===== src/rtl/run_ctrl_if.sv =====
// Preload handshake and data-memory port of run_ctrl.
// The master modport is the controller side; slave is the preload source / memory side.
interface run_ctrl_if;
    logic       pl_valid;
    logic       pl_ready;
    logic       pl_last;
    logic [7:0] pl_addr;
    logic [7:0] pl_data;
    logic       mem_we;
    logic [7:0] mem_addr;
    logic [7:0] mem_wdata;
    logic [7:0] mem_rdata;

    modport master (
        input  pl_valid, pl_last, pl_addr, pl_data, mem_rdata,
        output pl_ready, mem_we, mem_addr, mem_wdata
    );

    modport slave (
        output pl_valid, pl_last, pl_addr, pl_data, mem_rdata,
        input  pl_ready, mem_we, mem_addr, mem_wdata
    );
endinterface


===== src/rtl/run_ctrl.sv =====
// Run controller: clears data memory, preloads it, releases the processor, then reads the result.
// Optional cycle counter output enabled by defining RUN_CTRL_CYCLE_COUNT_EN.
module run_ctrl #(
    parameter int unsigned RES_BASE       = 5,
    parameter int unsigned START_CYCLES   = 2,
    parameter int unsigned TIMEOUT_CYCLES = 65535
) (
    input  logic              clk,
    input  logic              reset,
    input  logic              go_i,
    output logic              start_o,
    input  logic              done_i,
    run_ctrl_if.master        pl_mem,
    output logic [31:0]       result_o,
    output logic              result_valid_o,
    output logic              busy_o,
    output logic              timeout_o,
    output logic [31:0]       cycle_count_o
);

    typedef enum logic [2:0] {
        StIdle, StClear, StPreload, StHold, StRun, StRead, StReport
    } state_e;

    state_e      state_q, state_d;
    logic [7:0]  idx_q, idx_d;
    logic [31:0] run_cnt_q, run_cnt_d;
    logic [31:0] result_q, result_d;
    logic        timeout_q, timeout_d;
    logic [7:0]  read_addr;

`ifdef RUN_CTRL_CYCLE_COUNT_EN
    logic [31:0] cc_q, cc_d;
    assign cycle_count_o = cc_q;
`else
    assign cycle_count_o = '0;
`endif

    assign read_addr = 8'(RES_BASE + 32'(idx_q[1:0]));
    assign result_o  = result_q;
    assign timeout_o = timeout_q;

    always_ff @(posedge clk) begin
        if (reset) begin
            state_q   <= StIdle;
            idx_q     <= '0;
            run_cnt_q <= '0;
            result_q  <= '0;
            timeout_q <= 1'b0;
`ifdef RUN_CTRL_CYCLE_COUNT_EN
            cc_q      <= '0;
`endif
        end else begin
            state_q   <= state_d;
            idx_q     <= idx_d;
            run_cnt_q <= run_cnt_d;
            result_q  <= result_d;
            timeout_q <= timeout_d;
`ifdef RUN_CTRL_CYCLE_COUNT_EN
            cc_q      <= cc_d;
`endif
        end
    end

    always_comb begin
        state_d          = state_q;
        idx_d            = idx_q;
        run_cnt_d        = run_cnt_q;
        result_d         = result_q;
        timeout_d        = timeout_q;
`ifdef RUN_CTRL_CYCLE_COUNT_EN
        cc_d             = cc_q;
`endif
        start_o          = 1'b1;
        busy_o           = 1'b1;
        result_valid_o   = 1'b0;
        pl_mem.pl_ready  = 1'b0;
        pl_mem.mem_we    = 1'b0;
        pl_mem.mem_addr  = '0;
        pl_mem.mem_wdata = '0;

        unique case (state_q)
            StIdle: begin
                busy_o = 1'b0;
                if (go_i) begin
                    state_d   = StClear;
                    idx_d     = '0;
                    timeout_d = 1'b0;
                end
            end
            StClear: begin
                pl_mem.mem_we   = 1'b1;
                pl_mem.mem_addr = idx_q;
                idx_d           = idx_q + 8'd1;
                if (idx_q == 8'hFF) state_d = StPreload;
            end
            StPreload: begin
                pl_mem.pl_ready = 1'b1;
                if (pl_mem.pl_valid) begin
                    pl_mem.mem_we    = 1'b1;
                    pl_mem.mem_addr  = pl_mem.pl_addr;
                    pl_mem.mem_wdata = pl_mem.pl_data;
                    if (pl_mem.pl_last) begin
                        state_d   = StHold;
                        run_cnt_d = '0;
                    end
                end
            end
            StHold: begin
                if (run_cnt_q == 32'(START_CYCLES - 1)) begin
                    state_d   = StRun;
                    run_cnt_d = '0;
                end else begin
                    run_cnt_d = run_cnt_q + 32'd1;
                end
            end
            StRun: begin
                start_o = 1'b0;
                if (done_i) begin
                    state_d = StRead;
                    idx_d   = '0;
`ifdef RUN_CTRL_CYCLE_COUNT_EN
                    // Count includes the DONE cycle itself.
                    cc_d = (run_cnt_q == '1) ? '1 : run_cnt_q + 32'd1;
`endif
                end else if (run_cnt_q == 32'(TIMEOUT_CYCLES - 1)) begin
                    state_d   = StIdle;
                    timeout_d = 1'b1;
                end else begin
                    run_cnt_d = run_cnt_q + 32'd1;
                end
            end
            StRead: begin
                pl_mem.mem_addr = read_addr;
                for (int k = 0; k < 4; k++) begin
                    if (idx_q[1:0] == 2'(k)) result_d[31-8*k -: 8] = pl_mem.mem_rdata;
                end
                idx_d = idx_q + 8'd1;
                if (idx_q[1:0] == 2'd3) state_d = StReport;
            end
            StReport: begin
                result_valid_o = 1'b1;
                state_d        = StIdle;
            end
            default: state_d = StIdle;
        endcase
    end

endmodule


===== src/flat_wrapper.sv =====
// flat-port wrapper written by rule: the top's interface ports become plain ports
module run_ctrl_flat 
#(
    parameter int unsigned RES_BASE       = 5,
    parameter int unsigned START_CYCLES   = 2,
    parameter int unsigned TIMEOUT_CYCLES = 65535
)
  (clk, reset, go_i, start_o, done_i, result_o, result_valid_o, busy_o, timeout_o, cycle_count_o, pl_mem_pl_valid, pl_mem_pl_last, pl_mem_pl_addr, pl_mem_pl_data, pl_mem_mem_rdata, pl_mem_pl_ready, pl_mem_mem_we, pl_mem_mem_addr, pl_mem_mem_wdata);
  run_ctrl_if pl_mem_i ();
  input  logic clk;
  input  logic reset;
  input  logic go_i;
  output logic start_o;
  input  logic done_i;
  output logic [31:0] result_o;
  output logic result_valid_o;
  output logic busy_o;
  output logic timeout_o;
  output logic [31:0] cycle_count_o;
  input wire logic [$bits(pl_mem_i.pl_valid)-1:0] pl_mem_pl_valid;
  input wire logic [$bits(pl_mem_i.pl_last)-1:0] pl_mem_pl_last;
  input wire logic [$bits(pl_mem_i.pl_addr)-1:0] pl_mem_pl_addr;
  input wire logic [$bits(pl_mem_i.pl_data)-1:0] pl_mem_pl_data;
  input wire logic [$bits(pl_mem_i.mem_rdata)-1:0] pl_mem_mem_rdata;
  output wire logic [$bits(pl_mem_i.pl_ready)-1:0] pl_mem_pl_ready;
  output wire logic [$bits(pl_mem_i.mem_we)-1:0] pl_mem_mem_we;
  output wire logic [$bits(pl_mem_i.mem_addr)-1:0] pl_mem_mem_addr;
  output wire logic [$bits(pl_mem_i.mem_wdata)-1:0] pl_mem_mem_wdata;
  assign pl_mem_i.pl_valid = pl_mem_pl_valid;
  assign pl_mem_i.pl_last = pl_mem_pl_last;
  assign pl_mem_i.pl_addr = pl_mem_pl_addr;
  assign pl_mem_i.pl_data = pl_mem_pl_data;
  assign pl_mem_i.mem_rdata = pl_mem_mem_rdata;
  assign pl_mem_pl_ready = pl_mem_i.pl_ready;
  assign pl_mem_mem_we = pl_mem_i.mem_we;
  assign pl_mem_mem_addr = pl_mem_i.mem_addr;
  assign pl_mem_mem_wdata = pl_mem_i.mem_wdata;
  run_ctrl #(.RES_BASE(RES_BASE), .START_CYCLES(START_CYCLES), .TIMEOUT_CYCLES(TIMEOUT_CYCLES)) u_core (.clk(clk), .reset(reset), .go_i(go_i), .start_o(start_o), .done_i(done_i), .pl_mem(pl_mem_i), .result_o(result_o), .result_valid_o(result_valid_o), .busy_o(busy_o), .timeout_o(timeout_o), .cycle_count_o(cycle_count_o));
endmodule

===== config.mk =====
export PLATFORM = sky130hd
export DESIGN_NAME = run_ctrl_flat
export DESIGN_NICKNAME = d
export VERILOG_FILES = /design/src/rtl/run_ctrl_if.sv /design/src/rtl/run_ctrl.sv /design/src/flat_wrapper.sv
export SDC_FILE = /design/constraint.sdc
export NUM_CORES = 1
export LEC_CHECK = 0
export ABC_CLOCK_PERIOD_IN_PS = 3740
export CORE_MARGIN = 10
export CORE_UTILIZATION = 52
export DETAILED_ROUTE_END_ITERATION = 8
export HOLD_SLACK_MARGIN = 0.03
export PLACE_DENSITY_LB_ADDON = 0.3
export SLEW_MARGIN = 20
export SYNTH_ARGS = -nofsm -noshare
export SYNTH_HDL_FRONTEND = slang
export SYNTH_SLANG_ARGS = --single-unit

===== constraint.sdc =====
create_clock -name clk -period 3.74 [get_ports clk]
set_clock_uncertainty 0.1 [all_clocks]
set_input_delay 0.748 -clock clk [delete_from_list [all_inputs] [get_ports clk]]
set_output_delay 0.748 -clock clk [all_outputs]
set_load 0.01 [all_outputs]

---- Word level (Yosys, flattened, before mapping) ----
Cells that the tools add are included.
storage, ports and cells
  flip-flop bits (word level) ............. 76
  input port bits ......................... 30
  output and inout bits ................... 86
  word-level logic and storage cells ...... 80
operators by class
  add/sub/neg operators ................... 3
  equality and inequality tests ........... 23
  mux-type cells .......................... 32
  reductions and logical operators ........ 14
operators with widths
  kind                                                   count
  2-to-1 mux 32 bit                                      5
  case mux 32 bit (3 select lines)                       1
  case mux 8 bit (3 select lines)                        2
  2-to-1 mux 8 bit                                       5
  adder 32 x 1 -> 32 bit, second input constant          1
  equality test 32 x 1 -> 1 bit, second input constant   1
  equality test 32 x 16 -> 1 bit, second input constant  1
  2-to-1 mux 3 bit                                       8
  case mux 3 bit (6 select lines)                        1
  != test 2 bit, second input constant                   6
  equality test 3 bit, second input constant             3
  adder 8 x 1 -> 8 bit, second input constant            1
  equality test 8 bit, second input constant             1
  2-to-1 mux 1 bit                                       8
  != test 2 x 1 -> 1 bit, second input constant          4
  AND reduction 2 bit                                    4
  AND reduction 7 bit                                    1
  equality test 3 x 2 -> 1 bit, second input constant    2
  nonzero test 3 bit                                     2
  AND reduction 5 bit                                    1
  adder 3 x 2 -> 4 bit, first input constant             1
  equality test 2 bit, second input constant             2
  case mux 1 bit (2 select lines)                        2
  AND reduction 4 bit                                    1
  8 further kinds                                        8

---- Depth between registers and ports, before layout ----
Gate-level depths: netlist (run 1).
  depth after elaboration ................. 4
  depth in mapped cells ................... 9
  depth with buffers taken out ............ 7

---- Worst setup path after synthesis (run 1) ----
Ideal clock, no wire load.
  path type ............................... input -> output
  start point ............................. input pl_mem_pl_valid
  end point ............................... output pl_mem_mem_addr[0]
  data arrival time ....................... 1517 ps
  data required time ...................... 2892 ps
  path slack .............................. 1375 ps
  stages on the path ...................... 5
  path buffers ............................ 2
  path through ............................ and3_1 -> clkbuf_1 -> clkbuf_1 -> nand2_1 -> o21ai_0
between the ends
  cells in the longest elaborated chain, start to end .. 2
ends and longest elaborated chain
  item                             line                RTL
  start: declaration               flat_wrapper.sv:20  input wire logic [$bits(pl_mem_i.pl_valid)-1:0] pl_mem_pl_valid;
  2-to-1 mux 8 bit                 run_ctrl.sv:99      if (pl_mem.pl_valid) begin
  case mux 8 bit (3 select lines)  run_ctrl.sv:82      unique case (state_q)
  end: declaration                 flat_wrapper.sv:27  output wire logic [$bits(pl_mem_i.mem_addr)-1:0] pl_mem_mem_addr;
Every way passes these cells.

---- Final worst setup path (run 1) ----
  start point ............................. input pl_mem_pl_valid
  end point ............................... output pl_mem_mem_addr[1]
Same word-level chain as after synthesis.

==> flow_summary.ini, run 1 <==
[clock_network]
hold_buffers = 0
ctsHtreeMaxLevel = 3
clk_latency_ns = 0.35
cts_resized = 0
cts_buffer_depth = 2
cts_tree = done
cts-root-buf = clkbuf_8
cts_setup_buffers = 0
cts_made_buffers = 9
clkSinkCount = 76
path_clk_slew_ns = 0.09

[worst_setup_path]
cp_cell_sequence = clkdlybuf4s50_1 -> and3_1 -> nand2_1 -> o21ai_0 -> clkdlybuf4s50_1
worst-r2r-cell-count = 7
cpPeakStageDelay_ns = 0.59
reg2reg_slack_ns = 1.02
arrival_ns = 2.52
worstReg2RegEnd = u_core.run_cnt_q[20]
r2r-start = u_core.state_q[2]
cp-start-kind = primary input
critPathKind = in -> out
worst_setup_path_end_kind = output port
crit_slowest_cell = clkdlybuf4s50_1
cp_max_fo = 17
cp_common_cell = clkdlybuf4s50_1
cp.required_ns = 2.89

[layout]
drive_gt1_frac = 0.0504
fillers = 645
layout.cells.most_common = nand2_1
layout_common_cells = nand2_1 (89), clkdlybuf4s50_1 (83), dfxtp_1 (76)
instances_no_fill = 697
multi_input_area_um2 = 2290
syn_to_final_growth_pct = 21.9
nets = 627
diodes = 0
seqCellArea_um2 = 1520

[flow_run]
max_cap_viol_count = 0

[global_route]
gr-usage-met3 = 0.0456
grt_pass1_wl_um = 17600
met1_usage = 0.228
grt_pass1_vias = 3692
track_usage = 0.178
grt_most_used_layer = met2
grt_max_degree = 44
use_met2 = 0.289
overflow = 0
grt_antenna_before_repair = 0

[synth]
synth_cell_type_count = 48
syn_inst = 523
synth_seq_area_share = 0.367
syn_area_per_cell_um2 = 7.93
async_flop_share = 0
synth_edf_count = 0
yosysWarnings = 0
synth-main-ff-cell = dfxtp_1
synth_area_um2 = 4150
ys_ff_latch = 76

[timing]
slew_viol_final = 0
rsz0062_at_grt = no
min_period_ns = 3.37
whs_ns = 0.359
relSlewSlack = 0.535
worst_pin_slew_ns = 0.698
tns_ns = 0
setup_viol = 0
hold_viol = 0
period_share = 0.900
max_freq_mhz = 297

[placement]
globalplace.congestion = 0.860
port_buffers = 83
numPlacedInstances = 681
detailed_place_hpwl_um = 8240

[drt]
drt_iter0_drc = 270
ant_nets = 0
firstDrtPassIters = 5
dr_total_vias = 3991
wire_per_inst_um = 16.1
post_drt_via_cell_ratio = 5.73
drc = 0
totalWireLength_um = 11200

[floorplanning]
dieHeight_um = 109
initial_core_util = 0.537
rows = 32
io_pins = 116
coreArea_um2 = 7730
die-area_um2 = 11900
die_w_um = 109

[hold_path]
hold_path_startpoint = u_core.result_o[18]
holdPathStages = 2
hp-class = reg -> reg
min_to = u_core.result_o[18]

[power_and_ir_drop]
peakVddDrop_mv = 0.208
power_w = 0.00158
pwr_density_cell_nw_per_um2 = 313
p_leak_nw = 1.67

[status]
status = completed
worst max path at each step:
stage	to	startpoint	slack, ns
6_report	pl_mem_mem_addr[1]	pl_mem_pl_valid	0.37
5_1_grt	pl_mem_mem_addr[1]	u_core.state_q[1]	0.27
4_1_cts	pl_mem_mem_addr[1]	pl_mem_pl_valid	0.37
3_5_place_dp	pl_mem_mem_addr[1]	pl_mem_pl_valid	0.37
3_3_place_gp	pl_mem_mem_addr[3]	pl_mem_pl_valid	0.45
2_1_floorplan	pl_mem_mem_addr[0]	pl_mem_pl_valid	1.38
worst max-delay path: cells and delay by family:
kind | cells | cell delay [ns]
AOI/OAI and AO/OA | 1 | 0.11
and+or+nand+nor | 2 | 0.57
buffers and inverters | 2 | 1.09
cell usage after synthesis (2+ instances only):
library cell   n  area [µm²]
o21ai_0       17        85.1
a31oi_1        8        50.1
and3_1        12        75.1
or4_1         15         113
nand2b_1       2        12.5
nand2_1       89         334
nand4_1       20         125
inv_1         11        41.3
xor2_1         6        52.6
nor4_1         7        43.8
a211oi_1       2        15.0
nor3_1         2        10.0
clkbuf_1      18        67.6
o211ai_1       3        22.5
o221ai_1       3        26.3
o2111ai_1      4        35.0
buf_6          6        67.6
and4_1        10        87.6
buf_4         32         240
and2_1        13        81.3
or3_1         12        75.1
o31ai_1       15         113
buf_2          7        35.0
nor2_1        23        86.3
a21oi_1       59         295
dfxtp_1       76        1520
mux2i_1        2        20.0
xnor2_1        3        26.3
nand3_1       14        70.1
a22o_1         5        43.8
ha_1           7        87.6
nor2b_1        4        25.0
logic make-up (layout without fill, tap and decap cells):
group,after synthesis,count (layout),synth area share
AND/OR/NAND/NOR,230,230,0.291
AO/OA/AOI/OAI,123,123,0.186
flip-flops,76,76,0.367
buffers and inverters,75,116,0.110
XOR/XNOR,9,9,0.0190
adder cells (fa/ha/maj),7,7,0.0211
multiplexers,2,2,0.00483
other,1,32,0.000904
state kept, by name (all words and copies together) (netlist names):
| register | cells |
|---|---|
| u_core.result_o | 32 |
| u_core.run_cnt_q | 32 |
| u_core.idx_q | 8 |
| u_core.state_q | 3 |
| u_core.timeout_o | 1 |
report_power, final:
group          internal [W]  switching [W]
Combinational     0.0000438      0.0000638
Clock              0.000319       0.000339
Sequential         0.000811     0.00000663
stage by stage:
step                      setup WS [ns]  area, µm²   util
after detailed placement          0.374       4850  0.627
after CTS                         0.373       5050  0.654
final                             0.374       5050  0.654
after global routing              0.271       5050  0.654
after global placement            0.450       4850  0.627
after floorplan                    1.38       4260      -
layout make-up:
cell class,instances,share of cell area
clock inverter,7,0.0161
multi-input combinational,403,0.452
sequential,76,0.301
tap,102,0.0253
inverter,12,0.00891
clock buffer,9,0.0245
timing repair buffer,88,0.172
per-layer routing:
metal  wire (µm)  share of wire
met1        4870           0.43
met2        5330           0.48
met3         863          0.077
met4         156          0.014
met5           0              0
(Power assumes the default switching activity.)
==> inputs of run 2 (changes only) <==
--- a/config.mk
+++ b/config.mk
@@ -6,7 +6,7 @@
 export NUM_CORES = 1
 export LEC_CHECK = 0
 export ABC_CLOCK_PERIOD_IN_PS = 3740
-export CORE_MARGIN = 10
+export CORE_MARGIN = 4
 export CORE_UTILIZATION = 52
 export DETAILED_ROUTE_END_ITERATION = 8
 export HOLD_SLACK_MARGIN = 0.03
==> run 2 against run 1 <==
Compared with the run above: first-iteration DRC count down 13%; cell area down 0.32%; maximum frequency up 0.91%; cell count unchanged; combinational power about the same.
==> flow_summary.ini, run 2 (synthesis results as in run 1) <==
[worst_setup_path]
reg2reg_slack_ns = 1.02
worst-r2r-cell-count = 7
critPathKind = in -> out
crit_family = buffers and inverters
cp.required_ns = 2.89
worstReg2RegEnd = u_core.run_cnt_q[20]
cp-start-kind = primary input
cp.depth = 4
cp_max_fo = 17
r2r-start = u_core.state_q[2]
crit_slowest_cell = clkdlybuf4s50_1
cp_common_cell = clkdlybuf4s50_1
cp_cell_sequence = clkdlybuf4s50_1 -> and3_1 -> a22o_1 -> clkdlybuf4s50_1
worst_setup_path_end_kind = output port
cpPeakStageDelay_ns = 0.54
arrival_ns = 2.49
crit_buf_inv = 2

[drt]
drc = 0
dr_total_vias = 4027
drt_iter0_drc = 236
totalWireLength_um = 10400
firstDrtPassIters = 5
post_drt_via_cell_ratio = 5.78
ant_nets = 0
wire_per_inst_um = 15.0

[global_route]
grt_max_degree = 44
grt_pass1_vias = 3618
grt_antenna_before_repair = 0
track_usage = 0.217
grt_pass1_wl_um = 17400
overflow = 0

[timing]
slew_viol_final = 0
relSlewSlack = 0.526
worst_pin_slew_ns = 0.710
min_period_ns = 3.34
hold_viol = 0
layout_setup_ws_ns = 0.405
rsz0062_at_grt = no
period_share = 0.892
max_freq_mhz = 300
tns_ns = 0
setup_viol = 0

[status]
status = completed

[floorplanning]
initial_core_util = 0.537
die_w_um = 97.3
dieHeight_um = 97.3
coreArea_um2 = 7730
io_pins = 116
rows = 32
die-area_um2 = 9470

[placement]
detailed_place_hpwl_um = 7510
numPlacedInstances = 681
dp_slack_ns = 0.376
globalplace.congestion = 0.872
port_buffers = 83

[hold_path]
hold_path_startpoint = u_core.result_o[1]
holdPathStages = 2
hp-class = reg -> reg
min_to = u_core.result_o[1]

[power_and_ir_drop]
peakVddDrop_mv = 0.214
p_leak_nw = 1.67
pwr_density_cell_nw_per_um2 = 303

[layout]
instances_no_fill = 697
drive_gt1_frac = 0.0504
fillers = 660
nets = 627
layout.cells.most_common = nand2_1
diodes = 0
fin_util = 0.652
layout_common_cells = nand2_1 (89), clkdlybuf4s50_1 (83), dfxtp_1 (76)
syn_to_final_growth_pct = 21.5

[clock_network]
path_clk_slew_ns = 0.08
hold_buffers = 0
cts-root-buf = clkbuf_8
cts_buffer_depth = 2
cts_tree = done
cts_setup_buffers = 0
clkSinkCount = 76
clk_latency_ns = 0.35
cts_made_buffers = 9
ctsHtreeMaxLevel = 3
cts_resized = 0

[flow_run]
max_cap_viol_count = 0
run 2: cell types whose count changed in the layout (fill, tap and decap cells not counted):
cell       delta
inv_8         +2
bufinv_16     -1
inv_6         -1
run 2: metrics by stage:
step,hold slack [ns],cell area [µm²],power [W]
6_report,0.356,5040,0.00153
5_1_grt,0.379,5040,0.00158
4_1_cts,0.358,5040,0.00154
3_5_place_dp,0.346,4850,0.000940
3_3_place_gp,0.342,4850,0.000940
2_1_floorplan,0.352,4260,0.000914
run 2: worst max-delay path by stage:
| stage | startpoint | end |
|---|---|---|
| floorplan | pl_mem_pl_valid | pl_mem_mem_addr[0] |
| global placement | pl_mem_pl_valid | pl_mem_mem_addr[3] |
| detailed placement | pl_mem_pl_valid | pl_mem_mem_addr[0] |
| CTS | pl_mem_pl_valid | pl_mem_mem_addr[6] |
| global route | pl_mem_pl_valid | pl_mem_mem_addr[6] |
| finish | pl_mem_pl_valid | pl_mem_mem_addr[6] |
run 2: worst register-to-register path: stages, from the launching register on:
cell,delay [ns]
dfxtp_1,0.31
buf_4,0.23
nor3b_4,0.54
inv_2,0.14
o22ai_4,0.40
nand3_1,0.27
or4_1,0.52
a21oi_1,0.15
run 2: final cells by class:
| class | instances | area, µm² | area share |
|---|---|---|---|
| multi-input combinational | 403 | 2290 | 0.454 |
| tap | 102 | 128 | 0.0253 |
| clock buffer | 9 | 124 | 0.0246 |
| inverter | 12 | 45.0 | 0.00894 |
| clock inverter | 7 | 65.1 | 0.0129 |
| sequential | 76 | 1520 | 0.302 |
| timing repair buffer | 88 | 868 | 0.172 |
run 2: report_power, final:
group / leakage (nW) / internal [W] / switching [W] / total, W
Combinational: 0.959 / 0.0000438 / 0.0000617 / 0.000105
Sequential: 0.612 / 0.000811 / 0.00000679 / 0.000818
Clock: 0.0947 / 0.000258 / 0.000347 / 0.000605
Total: 1.67 / 0.00111 / 0.000415 / 0.00153
run 2: layer usage:
metal	vias up	wire length, µm	track usage
li1	1970	-	-
met2	168	4940	0.359
met1	1875	4560	0.287
met3	14	814	0.0495
met4	0	127	0.0575
met5	-	0	0
==> inputs of run 3 (changes only) <==
--- a/config.mk
+++ b/config.mk
@@ -6,8 +6,10 @@
 export NUM_CORES = 1
 export LEC_CHECK = 0
 export ABC_CLOCK_PERIOD_IN_PS = 3740
+export CAP_MARGIN = 10
 export CORE_MARGIN = 4
 export CORE_UTILIZATION = 52
+export CTS_CLUSTER_DIAMETER = 200
 export DETAILED_ROUTE_END_ITERATION = 8
 export HOLD_SLACK_MARGIN = 0.03
 export PLACE_DENSITY_LB_ADDON = 0.3
==> results of run 3 <==
No change in the layout: final DEF, timing and power equal those of run 2.
==> edit 1: new RTL, flow settings as in run 3 <==
Make the reset (`reset`) asynchronous in one clocked block.
--- a/src/rtl/run_ctrl.sv
+++ b/src/rtl/run_ctrl.sv
@@ -42,3 +42,3 @@
 
-    always_ff @(posedge clk) begin
+    always_ff @(posedge clk or posedge reset) begin
         if (reset) begin
Check against the original RTL: differs if reset is asserted again (counterexample within 4 cycles, from zero or initial values and one cycle with reset high); with reset held inactive, the same outputs for 10 cycles.
==> edit 1 against run 3 <==
  * Die area increased by 4.4%
  * Cell area increased by 6.7%
  * Sequential cell count unchanged
  * Highest routed layer unchanged
  * Wire length decreased by 1.1%
  * Cell count decreased by 6.3%
  * Synthesized area increased by 4.8%
  * Setup slack got worse by 150 ps
  * Hold slack improved by 54 ps
  * Critical path type is now register to output pin
Power is not compared: it rests on default switching activity, and its combinational part moved more than twofold at a synthesized area within 25%.
==> edit 1: results (changes against run 3) <==
.. list-table::
   :header-rows: 1

   * - Metric
     - Value
   * - RR Startpoint
     - u_core.run_cnt_q[0]
   * - Placement Cell Area
     - 5180 um^2 (+6.9%)
   * - Fin nets
     - 580 (-7.5%)
   * - Final routed wire length divided by cell count
     - 15.8 um (+5.5%)
   * - Longest individual stage delay on the worst path
     - 570 ps (+30 ps)
   * - Post-synth top cells
     - 76 x sky130_fd_sc_hd__dfrtp_1, 44 x sky130_fd_sc_hd__nand2_1, 34 x sky130_fd_sc_hd__buf_4
   * - Seq/Total Area, Yosys
     - 0.438 (+0.0706)
   * - Share of cells above drive strength 1
     - 0.137 (+0.0864)
   * - Vias in the first global route
     - 3582 (-1.0%)
   * - Average vias per placed instance
     - 5.74 (-0.68%)
   * - Worst setup path end
     - pl_mem_mem_addr[1]
   * - Run status
     - finished, final reports clean
   * - Placed wire-length estimate after detailed placement
     - 7490 um (-0.26%)
   * - GRT Resource Usage Total
     - 0.213 (-0.00459)
   * - Filler cell count
     - 657 (-0.45%)
   * - CP delay by family, top
     - simple AND/OR/NAND/NOR gates
   * - Period utilization
     - 0.933 (+0.0414)
   * - Largest net degree at the start of global routing
     - 42 (-4.5%)
   * - Slew @ Worst Pin
     - 912 ps (+202 ps)
   * - Count of routing violations after the opening detailed-route iteration
     - 203 (-14%)
   * - Slack of the worst reg-to-reg path
     - 810 ps (-210 ps)
   * - Count of different cell masters after synthesis
     - 54 (+13%)
   * - Largest fanout of any net on the critical path
     - 10 (-7)
   * - Worst slack after detailed placement
     - 365 ps (-11.2 ps)
   * - GPL Wtd Cong
     - 0.870 (-0.21%)
==> edit 1: cell types whose count changed after synthesis, moves of 33 or more <==
| cell | change |
|---|---|
| sky130_fd_sc_hd__dfxtp_1 | -76 |
| sky130_fd_sc_hd__dfrtp_1 | +76 |
| sky130_fd_sc_hd__nand2_1 | -45 |
| sky130_fd_sc_hd__a21oi_1 | -35 |
| sky130_fd_sc_hd__mux2_2 | +33 |
==> edit 1: report_power, final <==
group	internal [W]	total [W]	switching, W
clock	0.000256	0.000604	0.000348
combinational	0.000817	0.00163	0.000809
sequential	0.00109	0.00135	0.000262
total	0.00216	0.00358	0.00142
==> edit 1: cells by family (layout without fill, tap and decap cells) <==
group	after synthesis	after routing	synth area share
simple gates	170	170	0.211
compound gates	88	88	0.128
flops	76	76	0.438
buf+inv	71	130	0.0921
mux	35	35	0.0901
xor+xnor	10	10	0.0202
fa+ha+maj	7	7	0.0201
other cells	1	32	0.000863
==> edit 1: how the worst min path moves through the flow <==
stage | start | endpoint | slack, ps | cells after the start
after floorplan | u_core.idx_q[2] | u_core.idx_q[2] | 390 | 1
after global placement | u_core.result_o[7] | u_core.result_o[7] | 390 | 1
after detailed placement | u_core.result_o[16] | u_core.result_o[16] | 390 | 1
after CTS | u_core.result_o[16] | u_core.result_o[16] | 410 | 1
after global routing | u_core.result_o[5] | u_core.result_o[5] | 430 | 1
final | u_core.result_o[26] | u_core.result_o[26] | 410 | 1
==> edit 1: area by class of cell <==
cell class | count | share of cell area
Inverter | 21 | 0.0147
Multi-Input combinational cell | 342 | 0.403
Timing Repair Buffer | 93 | 0.169
Clock inverter | 7 | 0.0126
Tap cell | 105 | 0.0244
Clock buffer | 9 | 0.0230
Sequential cell | 76 | 0.354
==> edit 1: stage by stage <==
stage	power (W)	instances
floorplan	0.00224	489
global route	0.00382	653
global placement	0.00292	637
CTS	0.00359	653
detailed placement	0.00299	637
finish	0.00358	653
==> edit 1: per-layer routing <==
layer	GRT usage	up-vias	wire length, um
met3	0.0414	8	763
met2	0.357	133	5160
met4	0.0483	0	100
li1	-	1775	-
met1	0.287	1831	4290
met5	0	-	0
==> edit 2: new RTL, settings of run 3 <==
Without the edit above. Build with the macro `RUN_CTRL_CYCLE_COUNT_EN` defined.
--- a/src/rtl/run_ctrl.sv
+++ b/src/rtl/run_ctrl.sv
@@ -2,2 +2,4 @@
 // Optional cycle counter output enabled by defining RUN_CTRL_CYCLE_COUNT_EN.
+`define RUN_CTRL_CYCLE_COUNT_EN
+
 module run_ctrl #(
Function: same outputs for any inputs over 10 cycles, from zero or initial values and one cycle with reset high; that may be too few to reach the edited logic, so the function may still have changed.
==> edit 2 against run 3 <==
  * Sequential cell count increased by 32
  * Cell area increased by 30%
  * Sequential share of layout area increased by 2.8 points
  * Cell count increased by 25%
  * Setup slack got worse by 140 ps
  * Wire length increased by 34%
  * Synthesized area increased by 25%
  * Critical endpoint is now pl_mem_mem_addr[7]
  * Largest cell class unchanged
Power is not compared: it rests on default switching activity, and its combinational part moved more than twofold at a synthesized area within 25%.
==> edit 2: results (changes against run 3) <==
.. list-table::
   :header-rows: 1

   * - Metric
     - Value
   * - Post-CTS setup buffers
     - 0 (unchanged)
   * - Largest net degree at the start of global routing
     - 57 (+30%)
   * - Worst vdd rail ir drop
     - 271 uV
   * - Ys flop type
     - sky130_fd_sc_hd__dfxtp_1
   * - Data arrival time of the critical path
     - 2630 ps (+140 ps)
   * - Main area contributors after synthesis
     - sky130_fd_sc_hd__dfxtp_1 42%, sky130_fd_sc_hd__nand2_1 6.7%, sky130_fd_sc_hd__a21oi_1 5.3%
   * - Largest fanout of any net on the critical path
     - 14 (-3)
   * - Vias in the first global route
     - 4648 (+28%)
   * - Placed wire-length estimate after detailed placement
     - 9960 um (+33%)
   * - Worst slack after detailed placement
     - 407 ps (+30.7 ps)
   * - Final routed wire length divided by cell count
     - 16.1 um (+7.6%)
   * - CP delay by family, top
     - simple AND/OR/NAND/NOR gates
   * - Fin nets
     - 770 (+23%)
   * - Average vias per placed instance
     - 5.72 (-0.96%)
   * - Global-route wire length before repair
     - 22600 um (+30%)
   * - Total of cells resized after clock tree synthesis
     - 0 (unchanged)
   * - Skew-Pair Late Insertion Delay
     - 380 ps (+30 ps)
   * - Root buffer cell
     - sky130_fd_sc_hd__clkbuf_8
   * - Syn_nets
     - 677
   * - Count of different cell masters after synthesis
     - 54 (+13%)
   * - CTS H-tree lvls
     - 3 (unchanged)
   * - Placement Cell Area
     - 6340 um^2 (+31%)
   * - Post-synth top cells
     - 108 x sky130_fd_sc_hd__dfxtp_1, 92 x sky130_fd_sc_hd__nand2_1, 67 x sky130_fd_sc_hd__nor2_1
   * - Internal power contribution
     - between 0.0015 and 0.002 W
   * - Count of routing violations after the opening detailed-route iteration
     - 371 (+57%)
   * - GRT Resource Usage Total
     - 0.241 (+0.0235)
   * - Seq/Total Area, Yosys
     - 0.418 (+0.0514)
   * - Max-slew violations
     - 0 (unchanged)
   * - Hold Crit Class
     - register to register
   * - Run status
     - finished, final reports clean
   * - Combinational Power
     - 0.000738 W
   * - Total CTS buffers
     - 9 (unchanged)
   * - Clock share of power
     - 0.265
   * - Count of antenna diodes in the layout
     - 0 (unchanged)
   * - Buffers added on ports
     - 115 (+39%)
   * - Share of cells above drive strength 1
     - 0.0556 (+0.00514)
   * - Slew @ Worst Pin
     - 919 ps (+208 ps)
   * - Post-synthesis async set-or-reset flop share
     - 0 (unchanged)
   * - Number of detailed-routing iterations run before antenna repair
     - 5 (unchanged)
   * - Initial antenna violation count
     - 0 (unchanged)
   * - Filler cell count
     - 845 (+28%)
   * - Longest individual stage delay on the worst path
     - 620 ps (+80 ps)
   * - Clock-pin slew of the registers on the worst-case setup and hold paths
     - 100 ps (+20 ps)
   * - Slowest CP cell
     - sky130_fd_sc_hd__dfxtp_1
   * - Static leakage power
     - 2.13 nW
   * - Number of warning messages in the yosys log
     - 0 (unchanged)
   * - GPL Wtd Cong
     - 0.857 (-1.8%)
   * - Buffer levels on the longest clock path
     - 2 (unchanged)
[edit 2: changes by cell type after synthesis, sizes merged, moves of 6 or more]
| cell | run 3 | this run |
|---|---|---|
| nor3 | 2 | 11 |
| a31oi | 8 | 2 |
| dfxtp | 76 | 108 |
| o21ai | 17 | 31 |
| or4 | 15 | 1 |
| o31ai | 16 | 5 |
| clkbuf | 18 | 24 |
| inv | 12 | 23 |
| buf | 45 | 15 |
| and4 | 11 | 3 |
| xnor2 | 3 | 19 |
| nor2 | 24 | 67 |
| a211oi | 3 | 36 |
[edit 2: kinds of logic (layout without fill, tap and decap cells)]
kind of cell / Yosys count / after routing / share of synthesized area
simple gates: 268 / 268 / 0.255
fa+ha+maj: 7 / 7 / 0.0169
compound gates: 164 / 164 / 0.205
xor+xnor: 28 / 28 / 0.0474
flops: 108 / 108 / 0.418
buf+inv: 62 / 160 / 0.0518
mux: 3 / 3 / 0.00581
[edit 2: cell type report]
| type | count | area share |
|---|---|---|
| clock inverter | 7 | 0.0109 |
| tap | 133 | 0.0254 |
| clock buffer | 9 | 0.0189 |
| sequential | 108 | 0.330 |
| inverter | 23 | 0.0132 |
| multi-input combinational | 470 | 0.419 |
| timing repair buffer | 121 | 0.182 |
[edit 2: per-stage QoR]
step,utilization,total power (W),hold slack [ps],std cells
final,0.672,0.00276,358,871
after global routing,0.672,0.00290,377,871
after CTS,0.672,0.00277,360,871
after detailed placement,0.652,0.00204,346,855
after global placement,0.652,0.00202,341,855
after floorplan,-,0.00175,371,640
[edit 2: per-layer routing]
layer | global-route usage | routed length (um)
met3 | 0.0438 | 1090
met5 | 0 | 0
met4 | 0.0775 | 212
met1 | 0.330 | 6040
met2 | 0.385 | 6680
[edit 2: worst paths after layout]
kind / cells past startpoint / endpoint / start / slack [ps]
max: 5 / pl_mem_mem_addr[7] / u_core.state_q[1] / 260
min: 2 / u_core.result_o[17] / u_core.result_o[17] / 360
max reg2reg: 8 / u_core.run_cnt_q[23] / u_core.state_q[2] / 740
min reg2reg: 2 / u_core.result_o[17] / u_core.result_o[17] / 360
[edit 2: worst register-to-register path, stage by stage, from the launching register on]
cell and delay [ps]:
sky130_fd_sc_hd__dfxtp_1 690, sky130_fd_sc_hd__inv_2 160, sky130_fd_sc_hd__nor3_2 260, sky130_fd_sc_hd__inv_1 250, sky130_fd_sc_hd__nor2_1 250, sky130_fd_sc_hd__o31ai_1 130
sky130_fd_sc_hd__a221o_2 570, sky130_fd_sc_hd__or3_1 430, sky130_fd_sc_hd__o21ai_1 80
